===== src/rtl/cpu_boot_loader.sv =====
// CPU bring-up sequencer: receives a program image over a byte link, writes it
// into instruction memory, verifies an XOR checksum and then releases CPU reset.
module cpu_boot_loader #(
    parameter int INSTR_WIDTH = 17,
    parameter int ADDR_WIDTH  = 8,
    parameter int RST_HOLD    = 4
) (
    input  logic                   clk,
    input  logic                   rst,
    input  logic                   start,
    input  logic [7:0]             rx_data,
    input  logic                   rx_valid,
    output logic                   rx_ready,
    output logic                   imem_we,
    output logic [ADDR_WIDTH-1:0]  imem_addr,
    output logic [INSTR_WIDTH-1:0] imem_wdata,
    output logic                   cpu_rst,
    output logic                   busy,
    output logic                   done,
    output logic                   err
);

    localparam int BYTES    = (INSTR_WIDTH + 7) / 8;
    localparam int LOW_BITS = INSTR_WIDTH - 8 * (BYTES - 1);
    localparam int BIDX_W   = (BYTES > 1) ? $clog2(BYTES) : 1;
    localparam int HOLD_W   = (RST_HOLD > 1) ? $clog2(RST_HOLD) : 1;
    // Bits of a word's leading byte that fall above INSTR_WIDTH and must be zero.
    localparam logic [15:0] HI_MASK_W = 16'h00FF << LOW_BITS;
    localparam logic [7:0]  HI_MASK   = HI_MASK_W[7:0];
    localparam logic [8:0]  MAX_HDR   = 9'((1 << ADDR_WIDTH) - 1);
    localparam logic [BIDX_W-1:0] LAST_BYTE = BIDX_W'(BYTES - 1);
    localparam logic [HOLD_W-1:0] LAST_HOLD = HOLD_W'(RST_HOLD - 1);

    typedef enum logic [3:0] {
        IDLE  = 4'd0,
        HDR   = 4'd1,
        DATA  = 4'd2,
        WRITE = 4'd3,
        CSUM  = 4'd4,
        HOLD  = 4'd5,
        RUN   = 4'd6,
        ERR   = 4'd7
    } state_t;

    state_t                  state_r;
    state_t                  state_next_s;
    logic [ADDR_WIDTH-1:0]   word_idx_r;
    logic [ADDR_WIDTH-1:0]   last_idx_r;
    logic [BIDX_W-1:0]       byte_idx_r;
    logic [HOLD_W-1:0]       hold_cnt_r;
    logic [7:0]              csum_r;
    logic [INSTR_WIDTH-1:0]  asm_r;
    logic [INSTR_WIDTH-1:0]  asm_next_s;
    logic                    accept_s;
    logic                    hdr_bad_s;
    logic                    first_bad_s;

    logic                    rx_ready_r;
    logic                    imem_we_r;
    logic [ADDR_WIDTH-1:0]   imem_addr_r;
    logic [INSTR_WIDTH-1:0]  imem_wdata_r;
    logic                    cpu_rst_r;
    logic                    busy_r;
    logic                    done_r;
    logic                    err_r;

    assign accept_s    = rx_valid & rx_ready_r;
    assign asm_next_s  = INSTR_WIDTH'({asm_r, rx_data});
    assign hdr_bad_s   = ({1'b0, rx_data} > MAX_HDR);
    assign first_bad_s = (byte_idx_r == {BIDX_W{1'b0}}) && ((rx_data & HI_MASK) != 8'h00);

    // Next-state selection for the load sequencer.
    always_comb begin
        state_next_s = state_r;
        case (state_r)
            IDLE: begin
                if (start) state_next_s = HDR;
                else       state_next_s = IDLE;
            end
            HDR: begin
                if (accept_s) state_next_s = hdr_bad_s ? ERR : DATA;
                else          state_next_s = HDR;
            end
            DATA: begin
                if (accept_s) begin
                    if (first_bad_s)                   state_next_s = ERR;
                    else if (byte_idx_r == LAST_BYTE)  state_next_s = WRITE;
                    else                               state_next_s = DATA;
                end else begin
                    state_next_s = DATA;
                end
            end
            WRITE: begin
                if (word_idx_r == last_idx_r) state_next_s = CSUM;
                else                          state_next_s = DATA;
            end
            CSUM: begin
                if (accept_s) state_next_s = (rx_data == csum_r) ? HOLD : ERR;
                else          state_next_s = CSUM;
            end
            HOLD: begin
                if (hold_cnt_r == LAST_HOLD) state_next_s = RUN;
                else                         state_next_s = HOLD;
            end
            RUN: begin
                if (start) state_next_s = HDR;
                else       state_next_s = RUN;
            end
            ERR: begin
                if (start) state_next_s = HDR;
                else       state_next_s = ERR;
            end
            default: state_next_s = IDLE;
        endcase
    end

    // State, datapath and outputs registered from the next state so every output is Moore.
    always_ff @(posedge clk) begin
        if (rst) begin
            state_r      <= IDLE;
            word_idx_r   <= '0;
            last_idx_r   <= '0;
            byte_idx_r   <= '0;
            hold_cnt_r   <= '0;
            csum_r       <= 8'h00;
            asm_r        <= '0;
            rx_ready_r   <= 1'b0;
            imem_we_r    <= 1'b0;
            imem_addr_r  <= '0;
            imem_wdata_r <= '0;
            cpu_rst_r    <= 1'b1;
            busy_r       <= 1'b0;
            done_r       <= 1'b0;
            err_r        <= 1'b0;
        end else begin
            state_r    <= state_next_s;
            rx_ready_r <= (state_next_s == HDR) || (state_next_s == DATA) || (state_next_s == CSUM);
            busy_r     <= (state_next_s == HDR) || (state_next_s == DATA) || (state_next_s == WRITE) ||
                          (state_next_s == CSUM) || (state_next_s == HOLD);
            imem_we_r  <= (state_next_s == WRITE);
            cpu_rst_r  <= (state_next_s != RUN);
            done_r     <= (state_next_s == RUN);
            err_r      <= (state_next_s == ERR);

            if (state_next_s == WRITE) begin
                imem_addr_r  <= word_idx_r;
                imem_wdata_r <= asm_next_s;
            end

            case (state_r)
                HDR: begin
                    if (accept_s && !hdr_bad_s) begin
                        last_idx_r <= rx_data[ADDR_WIDTH-1:0];
                        word_idx_r <= '0;
                        byte_idx_r <= '0;
                        csum_r     <= 8'h00;
                        asm_r      <= '0;
                    end
                end
                DATA: begin
                    if (accept_s) begin
                        asm_r      <= asm_next_s;
                        csum_r     <= csum_r ^ rx_data;
                        byte_idx_r <= (byte_idx_r == LAST_BYTE) ? {BIDX_W{1'b0}} : byte_idx_r + 1'b1;
                    end
                end
                WRITE: begin
                    // The final word leaves the index at N-1 so it never wraps.
                    if (word_idx_r != last_idx_r) word_idx_r <= word_idx_r + 1'b1;
                end
                HOLD: begin
                    hold_cnt_r <= (hold_cnt_r == LAST_HOLD) ? {HOLD_W{1'b0}} : hold_cnt_r + 1'b1;
                end
                default: begin
                    hold_cnt_r <= {HOLD_W{1'b0}};
                end
            endcase
        end
    end

    assign rx_ready   = rx_ready_r;
    assign imem_we    = imem_we_r;
    assign imem_addr  = imem_addr_r;
    assign imem_wdata = imem_wdata_r;
    assign cpu_rst    = cpu_rst_r;
    assign busy       = busy_r;
    assign done       = done_r;
    assign err        = err_r;

endmodule


===== config.mk =====
export PLATFORM = sky130hd
export DESIGN_NAME = cpu_boot_loader
export DESIGN_NICKNAME = d
export VERILOG_FILES = /design/src/rtl/cpu_boot_loader.sv
export SDC_FILE = /design/constraint.sdc
export NUM_CORES = 1
export LEC_CHECK = 0
export ABC_AREA = 1
export BUFFER_PORTS_ARGS = -buffer_cell sky130_fd_sc_hd__buf_2
export CAP_MARGIN = 25
export CORE_ASPECT_RATIO = 1.5
export CORE_MARGIN = 2
export CORE_UTILIZATION = 45
export CTS_CLUSTER_SIZE = 20
export DETAILED_ROUTE_END_ITERATION = 8
export GPL_ROUTABILITY_DRIVEN = 0
export HOLD_SLACK_MARGIN = 0.12
export PLACE_DENSITY_LB_ADDON = 0.05
export SLEW_MARGIN = 20
export SYNTH_ARGS = -nofsm -noshare
export SYNTH_HDL_FRONTEND = slang
export SYNTH_SLANG_ARGS = --single-unit

===== constraint.sdc =====
create_clock -name clk -period 3.7 [get_ports clk]
set_clock_uncertainty 0.1 [all_clocks]
set_input_delay 0.37 -clock clk [delete_from_list [all_inputs] [get_ports clk]]
set_output_delay 0.37 -clock clk [all_outputs]
set_load 0.02 [all_outputs]

==> results.txt, run 1 <==
Global-route wire length before repair -> 13700 um
Yosys top cell by area -> dfxtp_1
Avg Inst Size Synth -> 6.67 um2
Area Overhead vs Synth -> 15.0%
Largest net degree at the start of global routing -> 38
Post-CTS sizing -> 0
Cells after Synth -> 522
Postcts setup bufs -> 0
Die area -> 8470 um2
Placement Setup Slack -> 1050 ps
Crit Reg-Reg Endpoint -> imem_addr[5]$_SDFFE_PP0P_
Final hold vios -> 0
Die Y -> 112 um
CTS tree -> built
Final setup viols -> 0
Tcrit/Tclk final -> 0.728
DRC viols -> 0
Pwr dens -> 551 nW/um2
Initial cell density of the core -> 0.460
Non-filler cells, final -> 663
Core Area -> 7560 um2
R2R cell count -> 11
Status -> complete, no violations
Slew @ Worst Pin -> 603 ps
All-Layer GR Usage -> 0.210
Synth Flop Type -> dfxtp_1
Vias per cell -> 4.79
Placed cell count -> 647
Kind of critical path -> reg -> reg
Starting DRT DRC Count -> 185
Distinct cells, synth -> 32
Count of state elements after synthesis -> 71
Critical hold path startpoint -> rx_data[3]
Post-synth top cells -> 143 x nand2_1, 96 x inv_1, 71 x dfxtp_1
Core Rows -> 39
Asr flop ratio synth -> 0
Total CTS buffers -> 9
Critical R2R Launch -> state_r[0]$_SDFF_PP0_
FMAX -> 0.371 GHz
Top cell type's share of synthesized area -> 0.408
Cell area after synthesis -> 3480 um2
Critical path peak fanout -> 29
Clock Tree Root -> clkbuf_16
Hold Crit Class -> in -> reg
Worst Path Required -> 3870 ps
ANT cells -> 0
Share of layout cells above drive strength 1 -> 0.139
Cell with the most instances after synthesis -> nand2_1
Placed wire-length estimate -> 5780 um
Clock latency on the worst-skew pair -> 330 ps
Final min period -> 2690 ps
Tot Pwr -> 2.21 mW
CTS H-tree depth -> 3
Post-route ant nets -> 0
Worst setup margin -> 1010 ps
Fin nets -> 570
DR pass1 iterations -> 6
Clock sink total -> 71
# IOs -> 43
Synth area leaders -> dfxtp_1 41%, nand2_1 15%, inv_1 10%
Post-synth EDFFs -> 0
PortBufs -> 42
Total Routed Length -> 8200 um
Cells on Worst Hold Path -> 3
RSZ-0062 raised after global routing -> no
Vias in the first global route -> 2957
Hold Path End -> asm_r[3]$_SDFFE_PP0P_
Register area share after synthesis -> 0.408
Syn Nets -> 536
Grt total ovfl -> 0
Die width -> 75.8 um
Ys Warns -> 0
CP endpoint kind -> flip-flop
Worst VDD drop -> 295 uV
Clock transition at the registers of the reported paths -> 50 ps
Max_slew headroom -> 0.597
CP startpoint kind -> flip-flop
Initial antenna violation count -> 0
WL/cell -> 12.4 um
Final core utilization -> 0.530
Via count -> 3176
Final Slew Violations -> 0
Static Leakage -> 1.85 nW
Total negative slack -> 0 ps
CP arrival -> 2860 ps
Clock Path Buffers -> 2
Max-cap violations -> 0
Hold-fix buffers at CTS -> 0
Flop2flop setup slack -> 1010 ps
[sequential cells by signal, indices dropped and copies added, names as in the netlist]
| signal | cells |
|---|---|
| asm_r | 9 |
| busy | 1 |
| byte_idx_r | 2 |
| cpu_rst | 1 |
| csum_r | 8 |
| done | 1 |
| err | 1 |
| hold_cnt_r | 2 |
| imem_addr | 8 |
| imem_wdata | 17 |
| imem_we | 1 |
| last_idx_r | 8 |
| rx_ready | 1 |
| state_r | 3 |
| word_idx_r | 8 |
[per-layer routing]
metal | vias up | part of all wire | global-route usage
li1 | 1699 | - | -
met1 | 1394 | 0.47 | 0.270
met2 | 65 | 0.46 | 0.329
met3 | 18 | 0.040 | 0.0443
met4 | 0 | 0.027 | 0.0971
met5 | - | 0 | 0
[critical path, cell delays in order, from the launching register on]
cell	delay, ps
dfxtp_1	360
inv_2	110
nand3_2	150
nor2_2	480
nand2_1	110
a21oi_1	170
nor2_2	80
inv_2	390
nand3_4	360
nand2_1	170
inv_1	60
nor2_1	90
[cell families (layout without fill, tap and decap cells)]
logic type	Yosys count	after routing	synth area share
buf+inv	126	165	0.151
flops	71	71	0.408
xor+xnor	6	6	0.0151
compound gates	62	62	0.0981
simple gates	255	255	0.321
fa+ha+maj	2	2	0.00719
[per-stage QoR]
stage	hold slack, ps	area [um2]
after global routing	229	4010
final	225	4010
after floorplan	337	3480
after detailed placement	356	3710
after CTS	213	4010
after global placement	352	3710
[cell usage in the layout, fill, tap and decap left out, types with 9 or more instances in the layout]
cell       instances
a21oi_1           31
buf_2             42
clkbuf_16          9
dfxtp_1           71
inv_1             96
nand2_1          143
nand4_1           31
nor2_1            52
o21ai_0           15
[area by class of cell]
type,count,area [um2]
Inverter,104,390
Timing Repair Buffer,45,233
Clock buffer,14,284
Clock inverter,2,12.5
Sequential cell,71,1420
Fill cell,783,3560
Tap cell,102,128
Multi-Input combinational cell,325,1540
[how the worst max path moves through the flow]
stage,startpoint,end,cells after the start
3_3_place_gp,state_r[0]$_SDFF_PP0_,imem_wdata[11]$_SDFFE_PP0P_,11
2_1_floorplan,rx_ready$_SDFF_PP0_,imem_wdata[10]$_SDFFE_PP0P_,9
5_1_grt,state_r[0]$_SDFF_PP0_,imem_wdata[0]$_SDFFE_PP0P_,11
4_1_cts,state_r[0]$_SDFF_PP0_,imem_addr[5]$_SDFFE_PP0P_,11
3_5_place_dp,state_r[0]$_SDFF_PP0_,imem_wdata[16]$_SDFFE_PP0P_,11
6_report,state_r[0]$_SDFF_PP0_,imem_addr[5]$_SDFFE_PP0P_,11
[where the power goes]
group,internal [mW],switching [mW]
Combinational,0.145,0.352
Clock,0.526,0.306
Sequential,0.836,0.0430
Total,1.51,0.701
(Power assumes the default switching activity.)
==> run 2, diff against run 1 <==
- ABC_AREA: 1 -> 0
- clock period: 3.7 -> 2.4 ns (I/O delays scaled with it)
==> run 2 against run 1 <==
  * Maximum frequency rose by 20%
  * Critical path type unchanged
  * Synthesized area is 6.5% lower
  * Largest power group unchanged
  * Hold slack got worse by 80 ps
  * Non-clock buffer count up 20
==> results.txt, run 2 <==
FMAX -> 0.447 GHz (+20%)
Core Area -> 7130 um2 (-5.7%)
Initial antenna violation count -> 0 (unchanged)
Critical R2R Launch -> rx_ready$_SDFF_PP0_
Critical path peak fanout -> 26 (-10%)
Critical Path Max Stage Delay -> 450 ps (-30 ps)
# IOs -> 43 (unchanged)
CP endpoint kind -> flip-flop
Number of flip-flops under the largest register name -> 17 (unchanged)
Worst path slowest cell -> a2111oi_0
Crit Reg-Reg Endpoint -> imem_wdata[7]$_SDFFE_PP0P_
PortBufs -> 42 (unchanged)
Share of layout cells above drive strength 1 -> 0.210 (+0.0710)
Commonest non-fill, non-tap cells in the layout -> 69 x dfxtp_1, 52 x nand2b_1, 42 x buf_2
Asr flop ratio synth -> 0 (unchanged)
Postcts setup bufs -> 0 (unchanged)
Combinational share of power -> 0.117 (-0.108)
Slew @ Worst Pin -> 633 ps (+29.9 ps)
Cells after Synth -> 358 (-31%)
Max-cap violations -> 0 (unchanged)
Sequential power share -> 0.521 (+0.123)
Static Leakage -> 1.40 nW (-24%)
Placed wire-length estimate -> 5060 um (-12%)
Final Slew Violations -> 0 (unchanged)
Flop2flop setup slack -> 160 ps (-840 ps)
Synth area leaders -> dfxtp_1 44%, nand2b_1 10%, mux2i_1 7.7%
Largest family of logic cells by synthesized area -> simple AND/OR/NAND/NOR gates
Yosys top cell by area -> dfxtp_1
Worst Path Required -> 2570 ps (-1300 ps)
Status -> complete, no violations
Die area -> 7940 um2 (-6.3%)
Final min period -> 2240 ps (-456 ps)
Total negative slack -> 0 ps (unchanged)
Switching share of total power -> 0.257 (-0.0607)
Worst path cell trace -> nand2_1 -> a2111oi_0 -> buf_4 -> a221oi_4 -> buf_4 -> a311oi_4 -> buf_12 -> mux2i_1
Grt total ovfl -> 0 (unchanged)
Final setup viols -> 0 (unchanged)
Count of state elements after synthesis -> 71 (unchanged)
Final hold vios -> 0 (unchanged)
R2R cell count -> 8 (-3)
CTS tree -> built
Pwr dens -> 610 nW/um2 (+11%)
Sw Pwr -> 0.602 mW (-14%)
Adder-cell share of the synthesized area -> 0.00769 (+0.000503)
Clock Path Buffers -> 2 (unchanged)
Vias in the first global route -> 2435 (-18%)
Design internal power -> 1.74 mW (+16%)
Ys Warns -> 0 (unchanged)
Post-synth top cells -> 71 x dfxtp_1, 52 x nand2b_1, 33 x nor2_1
Global-route wire length before repair -> 12100 um (-12%)
Most common cell after layout, fill and taps aside -> dfxtp_1
Cell area after synthesis -> 3250 um2 (-6.5%)
CP startpoint kind -> flip-flop
All-Layer GR Usage -> 0.201 (-0.00912)
Syn Nets -> 372 (-31%)
Max_slew headroom -> 0.578 (-0.0190)
Clock Power Share -> 0.362 (-0.014)
Worst VDD drop -> 437 uV (+48%)
Hold Crit Class -> in -> reg
Kind of critical path -> reg -> reg
Register area share after synthesis -> 0.437 (+0.0286)
Simple-gate share of the synthesized area -> 0.260 (-0.0614)
Post-synth EDFFs -> 0 (unchanged)
Finished layout cell area -> 3840 um2 (-4.2%)
CTS H-tree depth -> 3 (unchanged)
Vias per cell -> 5.22 (+9.1%)
Area Overhead vs Synth -> 18.0%
Largest net degree at the start of global routing -> 54 (+42%)
Via count -> 2607 (-18%)
Core Rows -> 38 (-2.6%)
Post-synthesis compound-gate area fraction -> 0.120 (+0.0215)
Post-route ant nets -> 0 (unchanged)
Synth Flop Type -> dfxtp_1
Die Y -> 108 um (-3.2%)
CP dominant cell by count -> buf_4
DRC viols -> 0 (unchanged)
Clock transition at the registers of the reported paths -> 70 ps (+20 ps)
Top cell type's share of synthesized area -> 0.437 (+0.0286)
Fill cells -> 704 (-10%)
Distinct cells, synth -> 45 (+41%)
DR pass1 iterations -> 4 (-2)
Die width -> 73.4 um (-3.2%)
Initial cell density of the core -> 0.456 (-0.00406)
Tcrit/Tclk final -> 0.932 (+0.204)
Starting DRT DRC Count -> 129 (-30%)
Clock sink total -> 71 (unchanged)
CP arrival -> 2410 ps (-450 ps)
Total Routed Length -> 7390 um (-9.8%)
Avg Inst Size Synth -> 9.09 um2 (+36%)
Critical Path Sink -> imem_wdata[7]$_SDFFE_PP0P_
Placed cell areas -> 3650 um2 (-1.6%)
Clock Tree Root -> clkbuf_8
Critical hold path startpoint -> rx_data[7]
Worst Setup SP -> rx_ready$_SDFF_PP0_
Total CTS buffers -> 9 (unchanged)
Clock latency on the worst-skew pair -> 340 ps (about the same)
ANT cells -> 0 (unchanged)
RSZ-0062 raised after global routing -> no
WL/cell -> 14.8 um (+20%)
XOR/XNOR Fraction of Synth Area -> 0.0592 (+0.0441)
Fin nets -> 428 (-25%)
Hold WS -> 145 ps (-80.2 ps)
Mux share of post-synthesis cell area -> 0.0769 (+0.0769)
Cell with the most instances after synthesis -> dfxtp_1
## run 2: kinds of logic (layout without fill, tap and decap cells)
kind of cell	Yosys count	after routing
buffers and inverters	23	84
adder cells (fa/ha/maj)	2	2
AO/OA/AOI/OAI	60	60
AND/OR/NAND/NOR	155	155
XOR/XNOR	22	22
flip-flops	71	71
multiplexers	25	25
## run 2: final cells by class
type	instances	area [um2]	share of cell area
clock inverter	4	20.0	0.00522
tap	80	100	0.0261
sequential	71	1420	0.371
timing repair buffer	65	410	0.107
inverter	3	11.3	0.00293
clock buffer	12	155	0.0404
multi-input combinational	264	1720	0.448
## run 2: worst min path at each step
| stage | end | slack [ps] | cells past startpoint |
|---|---|---|---|
| 2_1_floorplan | state_r[2]$_SDFF_PP0_ | 230 | 1 |
| 3_3_place_gp | byte_idx_r[1]$_SDFFE_PP0P_ | 340 | 2 |
| 3_5_place_dp | asm_r[8]$_SDFFE_PP0P_ | 350 | 2 |
| 4_1_cts | last_idx_r[7]$_SDFFE_PP0P_ | 130 | 3 |
| 5_1_grt | last_idx_r[7]$_SDFFE_PP0P_ | 140 | 3 |
| 6_report | last_idx_r[7]$_SDFFE_PP0P_ | 150 | 3 |
## run 2: through the flow
step | worst slack, ps | cells | total power, mW | utilization
final | 163 | 499 | 2.34 | 0.538
after global routing | 28.9 | 499 | 2.46 | 0.538
after CTS | 21.7 | 499 | 2.38 | 0.538
after detailed placement | 37.3 | 482 | 1.52 | 0.512
after global placement | 76.8 | 482 | 1.52 | 0.512
after floorplan | 123 | 358 | 1.43 | -
## run 2: power by group through the flow
| stage | logic [mW] | registers (mW) | clock network (mW) |
|---|---|---|---|
| floorplan | 0.174 | 1.25 | 0 |
| global placement | 0.273 | 1.25 | 0 |
| detailed placement | 0.274 | 1.25 | 0 |
| CTS | 0.276 | 1.22 | 0.880 |
| global route | 0.297 | 1.22 | 0.945 |
| finish | 0.273 | 1.22 | 0.849 |
## run 2: repair_timing
| action | CTS | global route |
|---|---|---|
| resized for setup | 0 | 2 |
| setup endpoints to repair | 0 | 26 |
| hold buffers | 1 | 0 |
| endpoints found under the hold margin | 1 | 0 |
## run 2: metal layers
layer / global-route usage / share of wire
met1: 0.268 / 0.47
met2: 0.304 / 0.46
met3: 0.0578 / 0.042
met4: 0.0818 / 0.022
met5: 0 / 0
## run 2: worst max-delay path: cells and delay by family, from the launching register on
kind            cells  cell delay [ps]
mux                 1              200
compound gates      3              740
buf+inv             3              630
flops               1              350
simple gates        1              150
